--- src/rtl/bus8085_pkg.sv ---
// Shared types and constants for the 8085 bus responder.
//   state_e      : responder cycle-tracking states
//   CYC_*        : S1/S0 status encodings latched at ALE
//   addr_select  : decides whether a cycle latched at ALE targets this slave
package bus8085_pkg;

  typedef enum logic [2:0] {
    ST_IDLE    = 3'd0,
    ST_ARMED   = 3'd1,
    ST_RD_WAIT = 3'd2,
    ST_RD_HOLD = 3'd3,
    ST_WR_WAIT = 3'd4,
    ST_WR_HOLD = 3'd5,
    ST_DRAIN   = 3'd6
  } state_e;

  localparam logic [1:0] CYC_HALT  = 2'b00;
  localparam logic [1:0] CYC_WRITE = 2'b01;
  localparam logic [1:0] CYC_READ  = 2'b10;
  localparam logic [1:0] CYC_FETCH = 2'b11;

  // Halt cycles never select; IO cycles select only when IO decoding is enabled.
  function automatic logic addr_select(input logic [15:0] addr,
                                       input logic [15:0] base,
                                       input logic [15:0] mask,
                                       input logic [1:0]  cyc,
                                       input logic        io,
                                       input logic        io_en);
    return ((addr & mask) == base) && (cyc != CYC_HALT) && (io_en || !io);
  endfunction

endpackage

--- src/rtl/bus8085_wait_ctr.sv ---
// Wait-state counter for the bus responder.
//   clk, rst : clock and asynchronous active-high reset
//   load     : load WAIT_STATES (takes priority over dec)
//   dec      : decrement, saturating at zero
//   zero     : counter currently holds zero
module bus8085_wait_ctr #(
  parameter int WAIT_STATES = 0
) (
  input  logic clk,
  input  logic rst,
  input  logic load,
  input  logic dec,
  output logic zero
);

  localparam int CW = (WAIT_STATES < 1) ? 1 : $clog2(WAIT_STATES + 1);

  logic [CW-1:0] cnt_q;
  logic [CW-1:0] cnt_d;

  always_comb begin
    cnt_d = cnt_q;
    if (load) begin
      cnt_d = CW'(WAIT_STATES);
    end else if (dec && (cnt_q != '0)) begin
      cnt_d = cnt_q - CW'(1);
    end
  end

  always_ff @(posedge clk or posedge rst) begin
    if (rst) begin
      cnt_q <= '0;
    end else begin
      cnt_q <= cnt_d;
    end
  end

  assign zero = (cnt_q == '0);

endmodule

--- src/rtl/bus8085_responder.sv ---
// Slave endpoint of the 8085 multiplexed bus.
// Latches the address/status at ALE, turns RD#/WR# strobes into single-cycle
// requests to a backing store, holds READY low until both the minimum wait
// count has elapsed and the store has answered, then drives read data on AD.
//   phi1, reset          : clock, asynchronous active-high reset
//   ale, ad_in, a_hi     : address latch enable, AD7..0 (addr / wdata), A15..8
//   rd_n, wr_n           : active-low strobes
//   io_m_n, s1, s0       : cycle qualification
//   ad_out, ad_oe, ready : read data, AD drive enable, READY to CPU
//   req_*                : backing-store request (pulse, space, address, data)
//   rsp_valid, rsp_rdata : backing-store completion
//   cyc_type             : {s1,s0} latched at ALE
//   bus_err              : single-cycle protocol error pulse
module bus8085_responder
  import bus8085_pkg::*;
#(
  parameter int          WAIT_STATES = 0,
  parameter logic [15:0] BASE_ADDR   = 16'h0000,
  parameter logic [15:0] ADDR_MASK   = 16'h0000,
  parameter logic        IO_EN       = 1'b1
) (
  input  logic        phi1,
  input  logic        reset,
  input  logic        ale,
  input  logic [7:0]  ad_in,
  input  logic [7:0]  a_hi,
  input  logic        rd_n,
  input  logic        wr_n,
  input  logic        io_m_n,
  input  logic        s1,
  input  logic        s0,
  output logic [7:0]  ad_out,
  output logic        ad_oe,
  output logic        ready,
  output logic        req_rd,
  output logic        req_wr,
  output logic        req_io,
  output logic [15:0] req_addr,
  output logic [7:0]  req_wdata,
  input  logic        rsp_valid,
  input  logic [7:0]  rsp_rdata,
  output logic [1:0]  cyc_type,
  output logic        bus_err
);

  state_e      state_q,     state_d;
  logic        ready_q,     ready_d;
  logic        ad_oe_q,     ad_oe_d;
  logic [7:0]  ad_out_q,    ad_out_d;
  logic        req_rd_q,    req_rd_d;
  logic        req_wr_q,    req_wr_d;
  logic        req_io_q,    req_io_d;
  logic [15:0] req_addr_q,  req_addr_d;
  logic [7:0]  req_wdata_q, req_wdata_d;
  logic [1:0]  cyc_type_q,  cyc_type_d;
  logic        bus_err_q,   bus_err_d;
  logic        rsp_seen_q,  rsp_seen_d;
  logic [7:0]  rdata_q,     rdata_d;

  logic ctr_load;
  logic ctr_dec;
  logic cnt_zero;
  logic sel;
  logic rsp_any;

  bus8085_wait_ctr #(
    .WAIT_STATES(WAIT_STATES)
  ) u_wait_ctr (
    .clk  (phi1),
    .rst  (reset),
    .load (ctr_load),
    .dec  (ctr_dec),
    .zero (cnt_zero)
  );

  always_comb begin
    state_d     = state_q;
    ready_d     = ready_q;
    ad_oe_d     = ad_oe_q;
    ad_out_d    = ad_out_q;
    req_rd_d    = 1'b0;
    req_wr_d    = 1'b0;
    req_io_d    = req_io_q;
    req_addr_d  = req_addr_q;
    req_wdata_d = req_wdata_q;
    cyc_type_d  = cyc_type_q;
    bus_err_d   = 1'b0;
    rsp_seen_d  = rsp_seen_q;
    rdata_d     = rdata_q;
    ctr_load    = 1'b0;
    ctr_dec     = (state_q == ST_RD_WAIT) || (state_q == ST_WR_WAIT);
    sel         = addr_select({a_hi, ad_in}, BASE_ADDR, ADDR_MASK, {s1, s0}, io_m_n, IO_EN);
    // A response may have been captured earlier or may be arriving right now.
    rsp_any     = rsp_seen_q | rsp_valid;

    if (!rd_n && !wr_n) begin
      // Both strobes low is illegal in every state: abandon whatever was in flight.
      bus_err_d = 1'b1;
      state_d   = ST_IDLE;
      ad_oe_d   = 1'b0;
      ready_d   = 1'b1;
    end else begin
      case (state_q)
        ST_IDLE, ST_ARMED: begin
          if (ale) begin
            // Latched state only changes for cycles that target us, so
            // req_addr keeps the last served address across foreign cycles.
            if (sel) begin
              req_addr_d = {a_hi, ad_in};
              req_io_d   = io_m_n;
              cyc_type_d = {s1, s0};
              state_d    = ST_ARMED;
            end else begin
              state_d    = ST_IDLE;
            end
          end else if ((state_q == ST_ARMED) && !rd_n) begin
            req_rd_d   = 1'b1;
            ready_d    = 1'b0;
            ctr_load   = 1'b1;
            rsp_seen_d = 1'b0;
            state_d    = ST_RD_WAIT;
          end else if ((state_q == ST_ARMED) && !wr_n) begin
            req_wdata_d = ad_in;
            req_wr_d    = 1'b1;
            ready_d     = 1'b0;
            ctr_load    = 1'b1;
            rsp_seen_d  = 1'b0;
            state_d     = ST_WR_WAIT;
          end
        end

        ST_RD_WAIT, ST_WR_WAIT: begin
          if (rsp_valid && !rsp_seen_q) begin
            rsp_seen_d = 1'b1;
            rdata_d    = rsp_rdata;
          end
          if ((state_q == ST_RD_WAIT) ? rd_n : wr_n) begin
            // CPU gave up on the cycle. If the store already answered there is
            // nothing left to swallow; otherwise drain its late response.
            ready_d = 1'b1;
            ad_oe_d = 1'b0;
            state_d = rsp_any ? ST_IDLE : ST_DRAIN;
          end else if (cnt_zero && rsp_any) begin
            ready_d = 1'b1;
            if (state_q == ST_RD_WAIT) begin
              ad_out_d = rsp_seen_q ? rdata_q : rsp_rdata;
              ad_oe_d  = 1'b1;
              state_d  = ST_RD_HOLD;
            end else begin
              state_d  = ST_WR_HOLD;
            end
          end
        end

        ST_RD_HOLD: begin
          if (rd_n) begin
            ad_oe_d = 1'b0;
            state_d = ST_IDLE;
          end
        end

        ST_WR_HOLD: begin
          if (wr_n) begin
            state_d = ST_IDLE;
          end
        end

        ST_DRAIN: begin
          // A new cycle cannot start while the store still owes a response.
          if (ale) begin
            bus_err_d = 1'b1;
          end
          if (rsp_valid) begin
            state_d = ST_IDLE;
          end
        end

        default: begin
          state_d = ST_IDLE;
        end
      endcase
    end
  end

  always_ff @(posedge phi1 or posedge reset) begin
    if (reset) begin
      state_q     <= ST_IDLE;
      ready_q     <= 1'b1;
      ad_oe_q     <= 1'b0;
      ad_out_q    <= '0;
      req_rd_q    <= 1'b0;
      req_wr_q    <= 1'b0;
      req_io_q    <= 1'b0;
      req_addr_q  <= '0;
      req_wdata_q <= '0;
      cyc_type_q  <= '0;
      bus_err_q   <= 1'b0;
      rsp_seen_q  <= 1'b0;
      rdata_q     <= '0;
    end else begin
      state_q     <= state_d;
      ready_q     <= ready_d;
      ad_oe_q     <= ad_oe_d;
      ad_out_q    <= ad_out_d;
      req_rd_q    <= req_rd_d;
      req_wr_q    <= req_wr_d;
      req_io_q    <= req_io_d;
      req_addr_q  <= req_addr_d;
      req_wdata_q <= req_wdata_d;
      cyc_type_q  <= cyc_type_d;
      bus_err_q   <= bus_err_d;
      rsp_seen_q  <= rsp_seen_d;
      rdata_q     <= rdata_d;
    end
  end

  assign ad_out    = ad_out_q;
  assign ad_oe     = ad_oe_q;
  assign ready     = ready_q;
  assign req_rd    = req_rd_q;
  assign req_wr    = req_wr_q;
  assign req_io    = req_io_q;
  assign req_addr  = req_addr_q;
  assign req_wdata = req_wdata_q;
  assign cyc_type  = cyc_type_q;
  assign bus_err   = bus_err_q;

endmodule
--- config.mk ---
export PLATFORM = sky130hd
export DESIGN_NAME = bus8085_responder
export DESIGN_NICKNAME = d
export VERILOG_FILES = /design/src/rtl/bus8085_pkg.sv /design/src/rtl/bus8085_wait_ctr.sv /design/src/rtl/bus8085_responder.sv
export SDC_FILE = /design/constraint.sdc
export NUM_CORES = 1
export LEC_CHECK = 0
export ABC_AREA = 1
export BUFFER_PORTS_ARGS = -buffer_cell sky130_fd_sc_hd__buf_2
export CORE_AREA = 2 2 77 79
export CTS_BUF_LIST = sky130_fd_sc_hd__clkbuf_16
export CTS_CLUSTER_DIAMETER = 40
export DETAILED_ROUTE_END_ITERATION = 10
export DIE_AREA = 0 0 79 81
export PLACE_DENSITY = 0.74
export SYNTH_ARGS = -nofsm -noshare
export SYNTH_HDL_FRONTEND = slang
export SYNTH_HIERARCHICAL = 1
export SYNTH_SLANG_ARGS = --single-unit
--- constraint.sdc ---
create_clock -name phi1 -period 1.45 [get_ports phi1]
set_input_delay 0 -clock phi1 [delete_from_list [all_inputs] [get_ports phi1]]
set_output_delay 0 -clock phi1 [all_outputs]
set_load 0.1 [all_outputs]
==> metrics, run 1 <==
worst setup skew after layout=6.84 ps; CP required=1630 ps; setup repair after global routing missed its margin=true; final worst slack=around 2.9 ps; source-to-sink clock delay at the later pin of the worst-skew pair=290 ps; maximum fanout along the worst path=4; multi-input logic area=between 1000 and 1500 um^2; top cells by count, synth=sky130_fd_sc_hd__nand2_1 (73), sky130_fd_sc_hd__dfrtp_1 (52), sky130_fd_sc_hd__inv_1 (27); met1 Use GR=between 20% and 30%; crit path time final=~1400 ps; iteration-0 DRC count of the detailed router=between 90 and 100; cell type contributing the most total cell area after synthesis=sky130_fd_sc_hd__dfrtp_1; most frequent cell after synthesis=sky130_fd_sc_hd__nand2_1; net count after synthesis=~310; Max Freq=691 MHz; most congested layer reported by global routing=met2; remaining routing DRC violations=0; share of post-route cells with drive strength above 1=38.5%; clock root buffer=sky130_fd_sc_hd__clkbuf_16; class of the most critical setup path=reg2reg; global-route met2 utilization=around 29%; Primary FF master, synth=sky130_fd_sc_hd__dfrtp_1; number of port buffers=72; Ports=73; sequential cell area fraction in the yosys report=between 50% and 60%; wire length of the first global-routing pass=9360 um; global-route met3 utilization=4.56%; ratio of routed vias to standard cells=approximately 4.8; vias after detailed routing=2233; height of the die=slightly above 80 um; count of cell types in the netlist=28; Die X=79 um; post-synthesis async set-or-reset flop share=100%; clock tree from TritonCTS=yes; pin count of the biggest net entering global routing=53; Fin. Hold Viols=0; Syn. warnings=6; floorplan die area=6400 um^2; maxcap violations=0; number of standard cells after synthesis=between 200 and 300; Synth top area share=between 50% and 60%; core box area=around 5700 um^2; number of nets in the layout=around 420; Area growth syn-to-layout=40.9%; overflow left after global routing=0; Sink Count=between 50 and 60; critical path launch point type=flip-flop; Syn Area/Cell=between 9 and 10 um^2; vias in the first global route=approximately 2000; Reg clk slew, reported paths=approximately 70 ps; worst rel slew slack=about two thirds; kind of capture point of the worst setup path=flip-flop; total half-perimeter wirelength after legalization and detailed placement=3850 um; starting utilization of the core area=between 40% and 50%; deepest level of the CTS H-tree=2; run status=finished, final reports clean; area of all sequential standard cells=about 1300 um^2; placed cell count=roughly 430; number of antenna violations at the first check in global routing=0; global router's overall resource usage=18.5%; number of buffers on the longest clock path=2; routed wire length per instance=12.3 um; worst-margin pin slew=between 500 and 600 ps; number of enable-type register cells in the synthesized netlist=0; Pre-antenna DRT Iters=4; total setup violations reported at the end of the flow=0; number of storage elements in the synthesis netlist=53; Ant. Diodes=0; Final Max Slew Viols=0; post-synthesis cell area=about 2500 um^2; final std cells w/o fill=approximately 470; final WL=~5700 um; count of fill cells added during filler insertion=between 400 and 500; final worst path period share=between 90% and 100%; pre-CTS WS=-0.834 ps; Synth area leaders=sky130_fd_sc_hd__dfrtp_1 (52%), sky130_fd_sc_hd__nand2_1 (11%), sky130_fd_sc_hd__mux2_4 (5.4%); Final GP Congestion=about 0.85; Worst Hold Class=in2reg; Final ANT Viol Nets=0; WP data arrival=1630 ps; total CTS buffers=5; number of standard-cell rows in the floorplan=28
layer usage:
metal,share of wire (%),up-vias
met5,0,-
met2,46,62
met3,5.1,8
li1,-,1121
met1,47,1042
met4,1.5,0
critical path: stages, from the launching register on:
cell and delay, ps:
sky130_fd_sc_hd__dfrtp_1 350, sky130_fd_sc_hd__bufinv_8 190, sky130_fd_sc_hd__buf_4 140, sky130_fd_sc_hd__nand3_1 110, sky130_fd_sc_hd__nor3_2 60, sky130_fd_sc_hd__nor2_1 140, sky130_fd_sc_hd__nand4_1 180, sky130_fd_sc_hd__nand2_1 120
sky130_fd_sc_hd__nand2_1 50
registers in the layout, indices dropped and copies added, names as in the netlist, 2 cells and up:
signal / cells
state_q: 3
req_wdata: 8
rdata_q: 8
ad_out: 8
req_addr: 16
cyc_type: 2
layout make-up:
cell class              count  area share (%)
well taps                  75            2.64
clock buffers               5            3.53
repair buffers            114            21.6
multi-input cells         180            30.1
inverters                  35            4.16
flip-flops and latches     53            37.4
clock inverters             3           0.494
through the flow:
| stage | util [%] | instance area (um^2) | hold WS (ps) | TNS, ps |
|---|---|---|---|---|
| detailed placement | 53.5 | 3040 | -149 | -0.834 |
| global placement | 53.5 | 3040 | -146 | 0 |
| CTS | 60.4 | 3430 | 2.11 | -13.4 |
| global route | 62.5 | 3550 | 19.4 | -832 |
| floorplan | - | 2520 | -271 | 0 |
| finish | 62.5 | 3550 | 2.36 | 0 |
final timing paths:
path,from,endpoint,slack (ps),depth (start not counted)
min in group asynchronous,reset,u_wait_ctr/cnt_q,90,3
setup reg to reg,state_q[0],state_q[0],3,8
max in group asynchronous,reset,ready,860,4
setup / recovery,state_q[0],state_q[0],3,8
hold reg to reg,ready,ready,460,2
hold / removal,rsp_rdata[6],rdata_q[6],2,3
cells in the final DEF, fill, tap and decap left out, types with 12 or more instances in the layout:
master                          instances
sky130_fd_sc_hd__buf_2                 72
sky130_fd_sc_hd__nand2_1               66
sky130_fd_sc_hd__dfrtp_1               51
sky130_fd_sc_hd__inv_1                 26
sky130_fd_sc_hd__o21ai_0               25
sky130_fd_sc_hd__dlygate4sd3_1         25
sky130_fd_sc_hd__nor2_1                15
sky130_fd_sc_hd__buf_4                 14
sky130_fd_sc_hd__o21ai_1               13
sky130_fd_sc_hd__nand3_1               12
timing repair:
action,4_1_cts,5_1_grt
setup endpoints to repair,3,38
hold buffers,25,0
cloned,0,2
buffers inserted,0,4
resized for setup,0,16
pin swaps,0,7
hold endpoints to repair,81,0
cell families (layout without fill, tap and decap cells):
kind of cell	Yosys count	count (layout)	synth area share (%)
buffers and inverters	42	157	8.15
flip-flops	53	53	52.7
AO/OA/AOI/OAI	50	50	11.4
AND/OR/NAND/NOR	119	121	22.4
multiplexers	9	9	5.37
Power of run 1 is not shown: default switching activity piles up to over one toggle a cycle in this logic, so the estimate is an artifact.
==> run 2, diff against run 1 <==
Settings changed: SETUP_SLACK_MARGIN from default to 0.2.
==> metrics, run 2 (same netlist as run 1, synthesis figures left out) <==
run status=finished, violations left; failing checks=negative setup slack; Final GP Congestion=between 0.8 and 0.9; Critical Path Max Stage Delay=roughly 460 ps; wire length of the first global-routing pass=11500 um; critical register-to-register path startpoint=state_q[2]; final worst slack=-25.1 ps; Register-to-Register Path Depth=8; Reg clk slew, reported paths=approximately 70 ps; Pre-antenna DRT Iters=4; vias after detailed routing=2479; pre-CTS WS=-8.39 ps; total CTS buffers=5; CP required=approximately 1600 ps; maximum fanout along the worst path=5; worst setup skew after layout=3.20 ps; Post-Layout Inst Area=about 4000 um^2; number of standard-cell rows in the floorplan=28; count of fill cells added during filler insertion=around 400; final WL=roughly 8000 um; number of port buffers=a little over 70; utilization of the core after routing=a little over two thirds; source-to-sink clock delay at the later pin of the worst-skew pair=290 ps; worst rel slew slack=between 60% and 70%; slowest stage cell, crit path=sky130_fd_sc_hd__dfrtp_2; iteration-0 DRC count of the detailed router=~140; Sink Count=between 50 and 60; number of antenna violations at the first check in global routing=0; overflow left after global routing=0; Min-Delay Endpoint=cyc_type[1]; combined buffer and inverter count along the critical path=3; setup slack, reg-to-reg=-30 ps; crit path time final=between 1000 and 1500 ps; remaining routing DRC violations=0; dominant delay contributor by cell family on the critical path=flip-flops; class of the most critical setup path=reg2reg; global router's overall resource usage=23.2%; deepest level of the CTS H-tree=2; maxcap violations=0; total setup violations reported at the end of the flow=3; total half-perimeter wirelength after legalization and detailed placement=roughly 4000 um; kind of capture point of the worst setup path=flip-flop; Max Freq=around 680 MHz; Most common cell on crit path=sky130_fd_sc_hd__nand3_4; floorplan die area=~6400 um^2; critical-path cell list=inv_4 > buf_6 > nand3_4 > a21oi_4 > buf_4 > nand3_4 > nand2_2 > o21ai_2; hold_sp=s1; vias in the first global route=between 2000 and 2500; Fin. Hold Viols=0; share of post-route cells with drive strength above 1=between 50% and 60%; pin count of the biggest net entering global routing=22; clock tree from TritonCTS=yes; Area growth syn-to-layout=57.7%; capture point of the worst reg-to-reg path=rdata_q[4]; flip-flop count of the largest register after layout=16; Final Max Slew Viols=0; Final ANT Viol Nets=0; highest-count cells in the layout ignoring fill and taps=sky130_fd_sc_hd__buf_2 (71), sky130_fd_sc_hd__dfrtp_1 (49), sky130_fd_sc_hd__nand2_1 (46), sky130_fd_sc_hd__inv_1 (26), sky130_fd_sc_hd__dlygate4sd3_1 (25); ratio of routed vias to standard cells=slightly above 5; WP data arrival=1660 ps; routed wire length per instance=between 15 and 20 um; worst hold path stage count=3; number of buffers on the longest clock path=2; critical path launch point type=flip-flop; Die X=79 um; Worst Hold Class=in2reg; starting utilization of the core area=44.4%; post-detailed-placement cell area=between 3000 and 4000 um^2; clock root buffer=sky130_fd_sc_hd__clkbuf_16; setup repair after global routing missed its margin=true; Ant. Diodes=0; Ports=73; final worst path period share=102%; worst-margin pin slew=510 ps; core box area=about 5700 um^2; height of the die=81 um; number of nets in the layout=roughly 430; most frequent standard cell in the layout excluding fill and tap cells=sky130_fd_sc_hd__buf_2
==> run 2: area by class of cell <==
class	instances	area [um^2]	share of cell area (%)
sequential	53	1330	33.5
multi-input combinational	183	1330	33.4
timing repair buffer	123	927	23.3
inverter	35	150	3.78
clock buffer	5	125	3.15
tap	75	93.8	2.36
clock inverter	3	17.5	0.441
==> run 2: worst min-delay path, cell delays in order <==
cell and delay [ps]:
sky130_fd_sc_hd__buf_2 100, sky130_fd_sc_hd__inv_1 90, sky130_fd_sc_hd__o21ai_2 70
==> run 2: how the worst max path moves through the flow <==
| stage | depth (start not counted) | end | startpoint | slack [ps] |
|---|---|---|---|---|
| after floorplan | 7 | rdata_q[7] | state_q[0] | 90 |
| after CTS | 6 | rdata_q[2] | state_q[0] | 30 |
| after global placement | 8 | u_wait_ctr/cnt_q | state_q[1] | 10 |
| after detailed placement | 6 | rdata_q[3] | state_q[0] | -8 |
| final | 8 | rdata_q[4] | state_q[2] | -30 |
| after global routing | 8 | rdata_q[4] | state_q[2] | -70 |
==> run 2: layer usage <==
layer | wire [um] | part of all wire [%] | global-route usage [%] | up-vias
met4 | 220 | 2.7 | 6.90 | 0
met1 | 3140 | 39 | 27.7 | 1175
met5 | 0 | 0 | 0 | -
li1 | - | - | - | 1160
met2 | 4200 | 52 | 41.9 | 120
met3 | 482 | 6.0 | 5.11 | 24
==> run 2: timing repair <==
item | in CTS | in global routing
endpoints found under the hold margin | 49 | 0
setup buffers | 13 | 4
pin swaps | 20 | 17
cloned | 7 | 1
setup endpoints to repair | 51 | 52
hold buffers | 25 | 0
resized for setup | 39 | 45
==> run 2: stage by stage <==
stage                     TNS, ps  cells  hold slack (ps)
final                       -34.8    477             11.7
after global placement          0    419             -135
after CTS                       0    472             1.55
after floorplan                 0    273             -271
after global routing         -426    477             13.7
after detailed placement    -20.3    419             -126
Power of run 2 is left out for the same reason.
